$ cat src/rtl/itu656_pkg.sv
// itu656_pkg
// Shared constants for the BT.656 525/60 encoder:
//   - horizontal region boundaries (EAV, blanking, SAV, active)
//   - field/vertical-blank line limits and active-line bases
//   - blank, TRS and clip byte values
//   - ctl_t: per-byte control word carried down the output pipeline
//   - xy_code(): TRS status word with protection bits
//   - clip8(): limits an active sample to 0x01..0xFE
package itu656_pkg;

  localparam int unsigned HC_W = 11;
  localparam int unsigned LN_W = 10;

  localparam logic [HC_W-1:0] H_EAV    = 11'd0;
  localparam logic [HC_W-1:0] H_BLANK  = 11'd4;
  localparam logic [HC_W-1:0] H_SAV    = 11'd272;
  localparam logic [HC_W-1:0] H_ACTIVE = 11'd276;

  localparam logic [LN_W-1:0] F0_FIRST = 10'd4;
  localparam logic [LN_W-1:0] F0_LAST  = 10'd265;
  localparam logic [LN_W-1:0] V1_LAST  = 10'd19;
  localparam logic [LN_W-1:0] V2_FIRST = 10'd264;
  localparam logic [LN_W-1:0] V2_LAST  = 10'd282;
  localparam logic [LN_W-1:0] Y0_BASE  = 10'd20;
  localparam logic [LN_W-1:0] Y1_BASE  = 10'd283;

  localparam logic [7:0] BLK_Y   = 8'h10;
  localparam logic [7:0] BLK_C   = 8'h80;
  localparam logic [7:0] CLIP_LO = 8'h01;
  localparam logic [7:0] CLIP_HI = 8'hFE;
  localparam logic [7:0] TRS_FF  = 8'hFF;
  localparam logic [7:0] TRS_00  = 8'h00;

  // Control for one output byte. When vid is set the byte comes from the
  // pixel-pair buffer (phase selects Cb/Y/Cr/Y), otherwise it is 'fixed'.
  typedef struct packed {
    logic       vid;
    logic [1:0] phase;
    logic       cap_even;
    logic       cap_odd;
    logic       sync;
    logic [7:0] fixed;
  } ctl_t;

  localparam ctl_t CTL_IDLE = '{vid: 1'b0, phase: 2'd0, cap_even: 1'b0,
                                cap_odd: 1'b0, sync: 1'b0, fixed: BLK_Y};

  function automatic logic [7:0] xy_code(input logic f, input logic v, input logic h);
    return {1'b1, f, v, h, v ^ h, f ^ h, f ^ v, f ^ v ^ h};
  endfunction

  function automatic logic [7:0] clip8(input logic [7:0] s);
    if (s < CLIP_LO) return CLIP_LO;
    if (s > CLIP_HI) return CLIP_HI;
    return s;
  endfunction

endpackage

$ cat src/rtl/itu656_timing_gen.sv
// itu656_timing_gen
// Horizontal byte counter (Hc) and line counter (1..V_TOTAL), F/V/H flag
// decode and generation of the per-byte control word plus the pixel request
// interface. All outputs are registered and describe the same byte slot.
// Ports:
//   clk_i, rst_ni   byte clock, async active-low reset
//   ctl_o           control word for the current byte slot
//   req_o           pixel request strobe (even active-byte offsets)
//   tv_x_o, tv_y_o  requested column / active line in field (held between requests)
//   field_o         F bit of the current line
module itu656_timing_gen
  import itu656_pkg::*;
#(
  parameter int unsigned H_TOTAL = 1716,
  parameter int unsigned V_TOTAL = 525
) (
  input  logic       clk_i,
  input  logic       rst_ni,
  output ctl_t       ctl_o,
  output logic       req_o,
  output logic [9:0] tv_x_o,
  output logic [9:0] tv_y_o,
  output logic       field_o
);

  localparam logic [HC_W-1:0] HC_LAST = HC_W'(H_TOTAL - 1);
  localparam logic [LN_W-1:0] LN_LAST = LN_W'(V_TOTAL);

  logic [HC_W-1:0] hc_q, hc_d;
  logic [LN_W-1:0] line_q, line_d;
  logic            f, v, is_eav, is_sav, is_act;
  logic [HC_W-1:0] act_ofs;
  ctl_t            ctl_d, ctl_q;
  logic            req_d, req_q;
  logic [9:0]      tv_x_q, tv_y_q, tv_y_d;
  logic            field_q;

  always_comb begin
    hc_d   = hc_q + 11'd1;
    line_d = line_q;
    if (hc_q == HC_LAST) begin
      hc_d   = '0;
      line_d = (line_q == LN_LAST) ? 10'd1 : line_q + 10'd1;
    end
  end

  always_comb begin
    f       = !((line_q >= F0_FIRST) && (line_q <= F0_LAST));
    v       = (line_q <= V1_LAST) || ((line_q >= V2_FIRST) && (line_q <= V2_LAST));
    is_eav  = (hc_q >= H_EAV) && (hc_q < H_BLANK);
    is_sav  = (hc_q >= H_SAV) && (hc_q < H_ACTIVE);
    is_act  = (hc_q >= H_ACTIVE);
    act_ofs = hc_q - H_ACTIVE;
    tv_y_d  = f ? (line_q - Y1_BASE) : (line_q - Y0_BASE);

    ctl_d       = CTL_IDLE;
    // Blanking alternates C/Y starting with C on an even count; 4 and 276 are even.
    ctl_d.fixed = hc_q[0] ? BLK_Y : BLK_C;
    if (is_eav || is_sav) begin
      // EAV and SAV both start on a multiple of 4, so hc[1:0] is the TRS byte index.
      case (hc_q[1:0])
        2'd0: begin
          ctl_d.fixed = TRS_FF;
          ctl_d.sync  = 1'b1;
        end
        2'd3:    ctl_d.fixed = xy_code(f, v, is_eav);
        default: ctl_d.fixed = TRS_00;
      endcase
    end
    if (is_act && !v) begin
      ctl_d.vid      = 1'b1;
      ctl_d.phase    = act_ofs[1:0];
      ctl_d.cap_even = (act_ofs[1:0] == 2'd0);
      ctl_d.cap_odd  = (act_ofs[1:0] == 2'd2);
    end
    req_d = ctl_d.cap_even || ctl_d.cap_odd;
  end

  always_ff @(posedge clk_i or negedge rst_ni) begin
    if (!rst_ni) begin
      hc_q    <= '0;
      line_q  <= 10'd1;
      ctl_q   <= CTL_IDLE;
      req_q   <= 1'b0;
      tv_x_q  <= '0;
      tv_y_q  <= '0;
      field_q <= 1'b0;
    end else begin
      hc_q    <= hc_d;
      line_q  <= line_d;
      ctl_q   <= ctl_d;
      req_q   <= req_d;
      field_q <= f;
      if (req_d) begin
        tv_x_q <= act_ofs[10:1];
        tv_y_q <= tv_y_d;
      end
    end
  end

  assign ctl_o   = ctl_q;
  assign req_o   = req_q;
  assign tv_x_o  = tv_x_q;
  assign tv_y_o  = tv_y_q;
  assign field_o = field_q;

endmodule

$ cat src/rtl/itu_656_encoder.sv
// itu_656_encoder
// ITU-R BT.656 525/60 byte-stream generator (Cb Y Cr Y) from 16-bit 4:2:2
// {Y,C} pixels pulled from a frame source with a request strobe.
// Ports:
//   iCLK_27, iRST_N  27 MHz byte clock, async active-low reset
//   iYCbCr, iMUTE    pixel word and mute, valid REQ_LAT clocks after oREQ
//   oREQ, oTV_X, oTV_Y, oFIELD  pixel request interface
//   oSYNC            marks the 0xFF byte of each EAV/SAV
//   oTD_DATA         BT.656 byte stream, REQ_LAT+3 clocks behind the byte counter
module itu_656_encoder
  import itu656_pkg::*;
#(
  parameter int unsigned REQ_LAT = 1,
  parameter int unsigned H_TOTAL = 1716,
  parameter int unsigned V_TOTAL = 525
) (
  input  logic        iCLK_27,
  input  logic        iRST_N,
  input  logic [15:0] iYCbCr,
  input  logic        iMUTE,
  output logic        oREQ,
  output logic [9:0]  oTV_X,
  output logic [9:0]  oTV_Y,
  output logic        oFIELD,
  output logic        oSYNC,
  output logic [7:0]  oTD_DATA
);

  if (REQ_LAT < 1 || REQ_LAT > 2) begin : g_bad_req_lat
    $error("itu_656_encoder: REQ_LAT must be 1 or 2");
  end

  // Keeps the delay line legal even when the elaboration check above fires.
  localparam int unsigned DLY = (REQ_LAT < 1) ? 1 : REQ_LAT;

  ctl_t       ctl_s1;
  ctl_t       dly_q [DLY];
  ctl_t       cap_ctl;
  logic       st2_vid_q, st2_sync_q;
  logic [1:0] st2_phase_q;
  logic [7:0] st2_fixed_q;
  logic [7:0] y_even_q, c_even_q, y_odd_q, c_odd_q;
  logic       mute_q;
  logic [7:0] byte_d, data_q;
  logic       sync_q;

  itu656_timing_gen #(
    .H_TOTAL (H_TOTAL),
    .V_TOTAL (V_TOTAL)
  ) u_timing (
    .clk_i   (iCLK_27),
    .rst_ni  (iRST_N),
    .ctl_o   (ctl_s1),
    .req_o   (oREQ),
    .tv_x_o  (oTV_X),
    .tv_y_o  (oTV_Y),
    .field_o (oFIELD)
  );

  // The slot leaving the delay line is the one whose pixel word is on iYCbCr now.
  assign cap_ctl = dly_q[DLY-1];

  always_ff @(posedge iCLK_27 or negedge iRST_N) begin
    if (!iRST_N) begin
      for (int i = 0; i < DLY; i++) dly_q[i] <= CTL_IDLE;
      st2_vid_q   <= 1'b0;
      st2_phase_q <= 2'd0;
      st2_sync_q  <= 1'b0;
      st2_fixed_q <= BLK_Y;
      y_even_q    <= BLK_Y;
      c_even_q    <= BLK_C;
      y_odd_q     <= BLK_Y;
      c_odd_q     <= BLK_C;
      mute_q      <= 1'b0;
      data_q      <= BLK_Y;
      sync_q      <= 1'b0;
    end else begin
      dly_q[0] <= ctl_s1;
      for (int i = 1; i < DLY; i++) dly_q[i] <= dly_q[i-1];
      st2_vid_q   <= cap_ctl.vid;
      st2_phase_q <= cap_ctl.phase;
      st2_sync_q  <= cap_ctl.sync;
      st2_fixed_q <= cap_ctl.fixed;
      // Mute is latched with the even word so a pair is never split.
      if (cap_ctl.cap_even) begin
        y_even_q <= clip8(iYCbCr[15:8]);
        c_even_q <= clip8(iYCbCr[7:0]);
        mute_q   <= iMUTE;
      end
      if (cap_ctl.cap_odd) begin
        y_odd_q <= clip8(iYCbCr[15:8]);
        c_odd_q <= clip8(iYCbCr[7:0]);
      end
      data_q <= byte_d;
      sync_q <= st2_sync_q;
    end
  end

  // Odd word lands on the same edge its Cr byte enters this stage, so
  // phase 2 already sees the new odd sample.
  always_comb begin
    byte_d = st2_fixed_q;
    if (st2_vid_q) begin
      case (st2_phase_q)
        2'd0:    byte_d = mute_q ? BLK_C : c_even_q;
        2'd1:    byte_d = mute_q ? BLK_Y : y_even_q;
        2'd2:    byte_d = mute_q ? BLK_C : c_odd_q;
        default: byte_d = mute_q ? BLK_Y : y_odd_q;
      endcase
    end
  end

  assign oTD_DATA = data_q;
  assign oSYNC    = sync_q;

endmodule
$ cat config.mk
export PLATFORM = sky130hd
export DESIGN_NAME = itu_656_encoder
export DESIGN_NICKNAME = d
export VERILOG_FILES = /design/src/rtl/itu656_pkg.sv /design/src/rtl/itu656_timing_gen.sv /design/src/rtl/itu_656_encoder.sv
export SDC_FILE = /design/constraint.sdc
export NUM_CORES = 1
export LEC_CHECK = 0
export BUFFER_PORTS_ARGS = -buffer_cell sky130_fd_sc_hd__buf_2
export CAP_MARGIN = 0
export CELL_PAD_IN_SITES_DETAIL_PLACEMENT = 1
export CELL_PAD_IN_SITES_GLOBAL_PLACEMENT = 2
export CORE_UTILIZATION = 41
export CTS_BUF_LIST = sky130_fd_sc_hd__clkbuf_4
export DETAILED_ROUTE_END_ITERATION = 10
export GPL_TIMING_DRIVEN = 0
export PLACE_DENSITY = 0.79
export SLEW_MARGIN = 0
export SYNTH_ARGS = -nofsm -noshare
export SYNTH_HDL_FRONTEND = slang
export SYNTH_SLANG_ARGS = --single-unit
$ cat constraint.sdc
create_clock -name iCLK_27 -period 3.1 [get_ports iCLK_27]
set_clock_uncertainty 0.2 [all_clocks]
set_input_delay 0.155 -clock iCLK_27 [delete_from_list [all_inputs] [get_ports iCLK_27]]
set_output_delay 0.155 -clock iCLK_27 [all_outputs]
set_load 0.01 [all_outputs]
---- Word-level counts from Yosys, hierarchy flattened ----
Cells that the tools add are included.
word-level totals
  bits in registers ....................... 125
  bits in latches ......................... 0
  RAM bits ................................ 0
  memory bits (read-only) ................. 0
  output and inout port bits .............. 31
  memories ................................ 0
cells by class
  add/sub/neg operators ................... 5
  multiply operators ...................... 0
  div/mod/pow operators ................... 0
  magnitude comparators ................... 14
  eq/ne operators ......................... 6
  shifts and indexed selects .............. 0
  mux-type cells .......................... 42
  bitwise operators ....................... 4
  reductions and logical operators ........ 13
operators by type and width
  operator                                                                       number
  8-bit 2-to-1 mux                                                               18
  8-bit one-hot mux with 3 select lines                                          1
  11-bit by 9-bit >= comparator with 1-bit output, second input constant         2
  10-bit by 9-bit <= comparator with 1-bit output, second input constant         2
  10-bit 2-to-1 mux                                                              2
  1-bit 2-to-1 mux                                                               17
  8-bit > comparator, second input constant                                      2
  8-bit by 1-bit less-than comparator with 1-bit output, second input constant   2
  8-bit one-hot mux with 2 select lines                                          1
  11-bit by 1-bit adder with 11-bit output, second input constant                1
  11-bit == test, second input constant                                          1
  11-bit by 1-bit >= comparator with 1-bit output, second input constant         1
  11-bit by 3-bit less-than comparator with 1-bit output, second input constant  1
  11-bit by 9-bit less-than comparator with 1-bit output, second input constant  1
  11-bit 2-to-1 mux                                                              1
  11-bit by 9-bit subtractor with 11-bit output, second input constant           1
  10-bit by 1-bit adder with 10-bit output, second input constant                1
  10-bit == test, second input constant                                          1
  10-bit by 3-bit >= comparator with 1-bit output, second input constant         1
  10-bit by 9-bit >= comparator with 1-bit output, second input constant         1
  10-bit by 5-bit <= comparator with 1-bit output, second input constant         1
  10-bit by 5-bit subtractor with 10-bit output, second input constant           1
  10-bit by 9-bit subtractor with 10-bit output, second input constant           1
  9-bit 2-to-1 mux                                                               1
  other kinds (8)                                                                22

---- Logic depth before layout (Yosys ltp) ----
  depth after elaboration ................. 7
  gate-level depth with buffers ........... 11
  mapped depth without buffers ............ 9

---- Hierarchy ----
From an unflattened synthesis, not the netlist that was laid out.
second synthesis, totals
  cells, all modules ...................... 479
  area total of the unflattened synthesis .. 5,525.3 um^2
by module, submodules not included
  module             times used  cells each  area an instance (um^2)
  itu656_timing_gen  1           318         3,004.1
  itu_656_encoder    1           161         2,521.2

---- Least setup slack after synthesis ----
Ideal clock, no wire load.
  kind .................................... register to register
  from .................................... register u_timing.line_q[2]
  to ...................................... register u_timing.ctl_q, in the netlist u_timing.ctl_o[0]
  setup time .............................. 0.125 ns
  arrival ................................. 2.471 ns
  path slack .............................. 0.305 ns
  stages on the path, launching flop included .. 11
  path buffers ............................ 1
  clock period less this slack ............ 2.795 ns
  cells stage by stage .................... dfrtp_1 -> clkbuf_1 -> inv_1 -> ha_1 -> a21o_1 -> a2111oi_0 -> o22ai_2 -> o41ai_4 -> xor3_1 -> a21oi_1 -> nor2_1
RTL lines
  what                      RTL line                 text
  start: declaration        itu656_timing_gen.sv:30  logic [LN_W-1:0] line_q, line_d;
  start signal: assignment  itu656_timing_gen.sv:90  line_q <= line_d;
  end signal: assignment    itu656_timing_gen.sv:91  ctl_q <= ctl_d;
  end: declaration          itu656_timing_gen.sv:33  ctl_t ctl_d, ctl_q;

---- Final worst setup path ----
  from .................................... register u_timing.line_q[5]
  to ...................................... register u_timing.tv_x_q[2], in the netlist u_timing.tv_x_o[2]
between the ends
  longest elaborated chain between the ends .. 7
  elaborated cells on any way between the ends .. 9
  classes of those cells .................. order compare: 3; mux: 1; reduce/logical: 5
RTL lines
  what                                                                                                                       RTL line                 text
  10-bit by 9-bit >= comparator with 1-bit output / 10-bit by 9-bit <= comparator with 1-bit output (equally long branches)  itu656_timing_gen.sv:49  v = (line_q <= V1_LAST) || ((line_q >= V2_FIRST) && (line_q <= V2_LAST));
  1-bit logical AND                                                                                                          itu656_timing_gen.sv:49
  1-bit logical OR (*)                                                                                                       itu656_timing_gen.sv:49
  1-bit zero test (*)                                                                                                        itu656_timing_gen.sv:70  if (is_act && !v) begin
  1-bit logical AND (*)                                                                                                      itu656_timing_gen.sv:70
  5-bit 2-to-1 mux (*)                                                                                                       itu656_timing_gen.sv:70
  1-bit logical OR (*)                                                                                                       itu656_timing_gen.sv:76  req_d = ctl_d.cap_even || ctl_d.cap_odd;
  end signal: assignment                                                                                                     itu656_timing_gen.sv:95  tv_x_q <= act_ofs[10:1];
  end: declaration                                                                                                           itu656_timing_gen.sv:35  logic [9:0] tv_x_q, tv_y_q, tv_y_d;
Every way passes the cells marked *; elsewhere a longest branch is shown, timed or not.
A chain may end at the register's enable or synchronous reset.

==> results <==
- The run finished with clean final reports.
- The width of the die is 119 um.
- Of all nets on the critical path, the largest fanout is 10.
- In this run the post-CTS setup repair buffer count came out at 0.
- Counting flops and latches in the post-synthesis netlist gives 125.
- Walking the worst path, the cells encountered are clkbuf_1 -> or4_4 -> o21a_1 -> o22ai_2 -> o41ai_4 -> or3_4 -> clkbuf_4 -> o21ai_0.
- The worst setup path is captured at a flop.
- The slew at the pin with the worst max-slew slack is 0.791 ns.
- The synthesized netlist devotes 4.83% of its cell area to XOR and XNOR gates.
- The final-report max-slew violation count is 0.
- At the end of routability-driven placement, the weighted congestion stood at about 0.8.
- The synthesized area divided by synthesized cell count is 11.4 um2.
- The area overhead of the layout relative to synthesis is 17.4%.
- During synthesis, Yosys emitted a total of 0 warnings.
- Once layout is complete, the utilization of the core stands at 49.4%.
- The detailed route wirelength on metal3 is 472 um.
- In this run the standard cell core region covers 13200 um2.
- The total power is 0.00272 W.
- The slowest stage of the critical path is the sky130_fd_sc_hd__or4_4 cell.
- The final layout contains 611 nets.
- The die outline height is roughly 120 um.
- Clock tree synthesis inserted a total of 17 buffers.
- The synthesized design contains 0 enable-type register cells.
- The total number of H-tree levels is 4.
- For this run, the leading register cell type out of synthesis is sky130_fd_sc_hd__dfrtp_1.
- The part of the Yosys area used for sequential elements is 56.3%.
- The number of nets handed over by synthesis was between 500 and 600.
- The number of buffer cells added on primary ports is 49.
- After synthesis the cells add up to 5570 um2.
- The synthesized netlist contains 51 unique library cells.
- The clock latency reported for the late side of the worst-skew pair is 0.54 ns.
- Of the total synthesized cell area, the portion taken by AND, OR, NAND and NOR gates is 10.9%.
- The number of I/O pins is 50.
- Including well taps, the total number of placed cells is 713.
- Of the total synthesized cell area, the portion taken by full adders, half adders and majority gates is 3.59%.
- The worst path uses 94.4% of the clock period.
- The longest clock path from root to sink contains 2 buffers.
- The leakage power is between 3 and 4 nW.
- The post-route DRC violation count is 0.
- The initial antenna violation count is 0.
- The DRC marker count from the first detailed-route iteration is 147.
- The first detailed-routing pass took 4 iterations.
- The maximum clock frequency is 0.342 GHz.
- At the worst endpoint, the arrival time is about 3.2 ns.
- The complex-gate fraction of the synthesized area is a little over a tenth.
- The global route total overflow is 0.
- The number of global-route vias before repair is 4181.
- The smallest setup slack after layout is 0.175 ns.
- In the final routed layout, each cell accounts on average for approximately 17 um.
- The post-route netlist has 25.3% of its cells at a drive strength greater than 1.
- At the worst endpoint, the required time is 3.34 ns.
- The post-synthesis cell count is just under 500.
- Measured against the total synthesized area, the mux share comes to 9.83%.
- The initialized floorplan defines 42 standard-cell rows.
- The pin count of the biggest net entering global routing is 86.
- The highest routed metal layer is met4.
- The repair_antennas step left the layout with diodes totalling 0.
- The root buffer cell is sky130_fd_sc_hd__clkbuf_4.
- For this configuration, the core starts out at a cell density of 42.1%.
- The clock sink count is 125.
- The final antenna-violating net count is 0.
- Of all flip-flops after synthesis, the portion carrying an async set or reset was 100%.
- Summed over all layers, the routed wires come to 13000 um.
- The worst slew margin relative to its limit is 46.9%.
- Summing over every cut layer, the via total after detailed routing is 3960.
- The number of hold violations in the final report was 0.
- The delay of the slowest cell on the worst path is 0.53 ns.
- After detailed routing, the met2 layer carries 6560 um of wire.
- The per-cell via count in the routed design is between 5 and 6.
- The CTS clock-pin slew for the worst setup and hold paths is 0.11 ns.
- Final hold analysis gives a worst-case slack of 0.150 ns.
- TritonCTS built the clock tree.
- The number of setup violations in the final report is 0.
- The die covers roughly 14000 um2.
- The type of the worst min-delay path is flop to flop.
- The count of fill cells added during filler insertion is between 1000 and 1500.
- The first global-routing pass estimated 21700 um of wire.
- STA classifies the critical path startpoint as a flop.
- The power density of the placed cells is 416 nW/um2.
- The worst ir drop on vdd is 0.218 mV.
- Setup repair after global routing left no endpoint under its margin.
- The detailed placement HPWL is 9040 um.
- The setup path with the least slack is of type flop to flop.
- The dominant combinational cell family by area after synthesis is simple AND/OR/NAND/NOR gates.
- The clock period could shrink to 2.93 ns.
- The total routing resource utilization after global routing is 20.3%.
- The count of maximum capacitance violations is 0.
- After the flow finishes, the layout carries non-filler instances totaling 765.
- After detailed routing, the wire length on met1 is 5640 um.
- OpenSTA, run right after detailed placement, puts the worst setup slack at -0.234 ns.
cells by family after synthesis:
group,Yosys count
buffers and inverters,55
and+or+nand+nor,124
muxes,43
adders and majority gates,16
xor gates and xnor gates,29
AOI/OAI and AO/OA,95
DFF,125
synthesized netlist by cell type (5+ instances only):
cell | number | share of area, %
sky130_fd_sc_hd__inv_1 | 26 | 1.8
sky130_fd_sc_hd__nor2b_1 | 5 | 0.56
sky130_fd_sc_hd__dfstp_2 | 9 | 4.2
sky130_fd_sc_hd__mux4_2 | 6 | 2.4
sky130_fd_sc_hd__nand3_1 | 9 | 0.81
sky130_fd_sc_hd__nor2_1 | 29 | 2.0
sky130_fd_sc_hd__o22ai_1 | 8 | 0.90
sky130_fd_sc_hd__buf_2 | 5 | 0.45
sky130_fd_sc_hd__nor3_1 | 8 | 0.72
sky130_fd_sc_hd__dfrtp_1 | 116 | 52
sky130_fd_sc_hd__xnor2_1 | 18 | 2.8
sky130_fd_sc_hd__xor2_1 | 10 | 1.6
sky130_fd_sc_hd__o21ai_0 | 46 | 4.1
sky130_fd_sc_hd__mux2_2 | 34 | 6.9
sky130_fd_sc_hd__nand2_1 | 40 | 2.7
sky130_fd_sc_hd__a21oi_1 | 20 | 1.8
sky130_fd_sc_hd__nand4_1 | 7 | 0.79
sky130_fd_sc_hd__ha_1 | 16 | 3.6
sky130_fd_sc_hd__clkbuf_1 | 18 | 1.2
placed cells by master, fill, tap and decap left out, types with 2 or more instances in the layout:
cell type	count
sky130_fd_sc_hd__mux2i_1	3
sky130_fd_sc_hd__a2111oi_2	2
sky130_fd_sc_hd__dlygate4sd3_1	19
sky130_fd_sc_hd__and3_1	2
sky130_fd_sc_hd__or3_1	2
sky130_fd_sc_hd__dfrtp_1	116
sky130_fd_sc_hd__xnor2_1	18
sky130_fd_sc_hd__a21o_1	4
sky130_fd_sc_hd__dfstp_2	9
sky130_fd_sc_hd__nand4_1	7
sky130_fd_sc_hd__buf_2	52
sky130_fd_sc_hd__nand3_1	9
sky130_fd_sc_hd__o21a_1	3
sky130_fd_sc_hd__clkinvlp_4	2
sky130_fd_sc_hd__nand2_1	40
sky130_fd_sc_hd__and4_1	2
sky130_fd_sc_hd__nor4_1	4
sky130_fd_sc_hd__nor2_1	29
sky130_fd_sc_hd__and2_1	3
sky130_fd_sc_hd__o31ai_1	3
sky130_fd_sc_hd__clkbuf_1	16
sky130_fd_sc_hd__buf_1	4
sky130_fd_sc_hd__mux2_2	34
sky130_fd_sc_hd__clkinv_2	5
sky130_fd_sc_hd__nor3_1	8
sky130_fd_sc_hd__o22ai_1	8
sky130_fd_sc_hd__inv_1	26
sky130_fd_sc_hd__nor2b_1	5
sky130_fd_sc_hd__nand4b_1	2
sky130_fd_sc_hd__o21ai_0	46
sky130_fd_sc_hd__mux4_2	6
sky130_fd_sc_hd__xor2_1	10
sky130_fd_sc_hd__a21oi_1	20
sky130_fd_sc_hd__clkbuf_4	25
sky130_fd_sc_hd__nand2b_1	4
sky130_fd_sc_hd__ha_1	16
sky130_fd_sc_hd__buf_6	3
metal layers:
| metal | vias up | global-route usage (%) |
|---|---|---|
| li1 | 1856 | - |
| met1 | 2003 | 25.5 |
| met2 | 79 | 33.7 |
| met3 | 22 | 4.68 |
| met4 | 0 | 8.39 |
| met5 | - | 0 |
flip-flops by register name, indices dropped and copies added, names as in the netlist, 2 cells and up:
name and cells:
st2_fixed_q 8, u_timing.tv_x_o 10, u_timing.tv_y_o 10, cap_ctl 14
c_even_q 8, y_even_q 8, u_timing.line_q 10, u_timing.hc_q 11
u_timing.ctl_o 14, st2_phase_q 2, y_odd_q 8, oTD_DATA 8
c_odd_q 8
final cells by class:
type / count / area, um2 / area share, %
flip-flops and latches: 125 / 3140 / 48.0
multi-input cells: 307 / 2210 / 33.8
repair buffers: 70 / 489 / 7.48
well taps: 176 / 220 / 3.37
clock buffers: 23 / 173 / 2.64
plain buffers: 29 / 138 / 2.10
inverters: 26 / 97.6 / 1.49
clock inverters: 9 / 73.8 / 1.13
critical path, delay by kind of cell, from the launching register on:
kind	cells	cell delay, ns
and+or+nand+nor	2	0.98
DFF	1	0.37
buffers and inverters	2	0.47
AOI/OAI and AO/OA	4	0.81
what timing repair did:
item / 4_1_cts / 5_1_grt
endpoints found under the setup margin: 22 / 22
pin swaps: 0 / 1
gates resized for setup: 2 / 6
hold buffers: 20 / 0
endpoints found under the hold margin: 150 / 0
metrics by stage:
| stage | instance area [um2] | setup TNS, ns |
|---|---|---|
| 4_1_cts | 6530 | 0 |
| 2_1_floorplan | 5570 | 0 |
| 3_3_place_gp | 6040 | -1.22 |
| 3_5_place_dp | 6070 | -3.41 |
| 6_report | 6540 | 0 |
| 5_1_grt | 6540 | 0 |
worst paths after layout:
path,depth (start not counted),to,slack (ns),startpoint
hold / removal,0,st2_fixed_q[3]$_DFF_PN0_,0.15,cap_ctl[3]$_DFF_PN0_
setup / recovery,8,u_timing.tv_x_o[2]$_DFFE_PN0P_,0.17,u_timing.line_q[5]$_DFFE_PN0N_
hold reg to reg,0,st2_fixed_q[3]$_DFF_PN0_,0.15,cap_ctl[3]$_DFF_PN0_
min in group asynchronous,3,u_timing.line_q[0]$_DFFE_PN1N_,0.50,iRST_N
setup reg to reg,8,u_timing.tv_x_o[2]$_DFFE_PN0P_,0.17,u_timing.line_q[5]$_DFFE_PN0N_
max in group asynchronous,4,st2_fixed_q[4]$_DFF_PN1_,1.76,iRST_N
power by group:
group	total (W)	internal, W	switching, W	leakage (nW)
clock network	0.00101	0.000441	0.000570	0.141
logic	0.0000837	0.0000333	0.0000504	1.26
registers	0.00163	0.00163	0	1.69
Note: power is estimated with default switching activity, not from simulation.
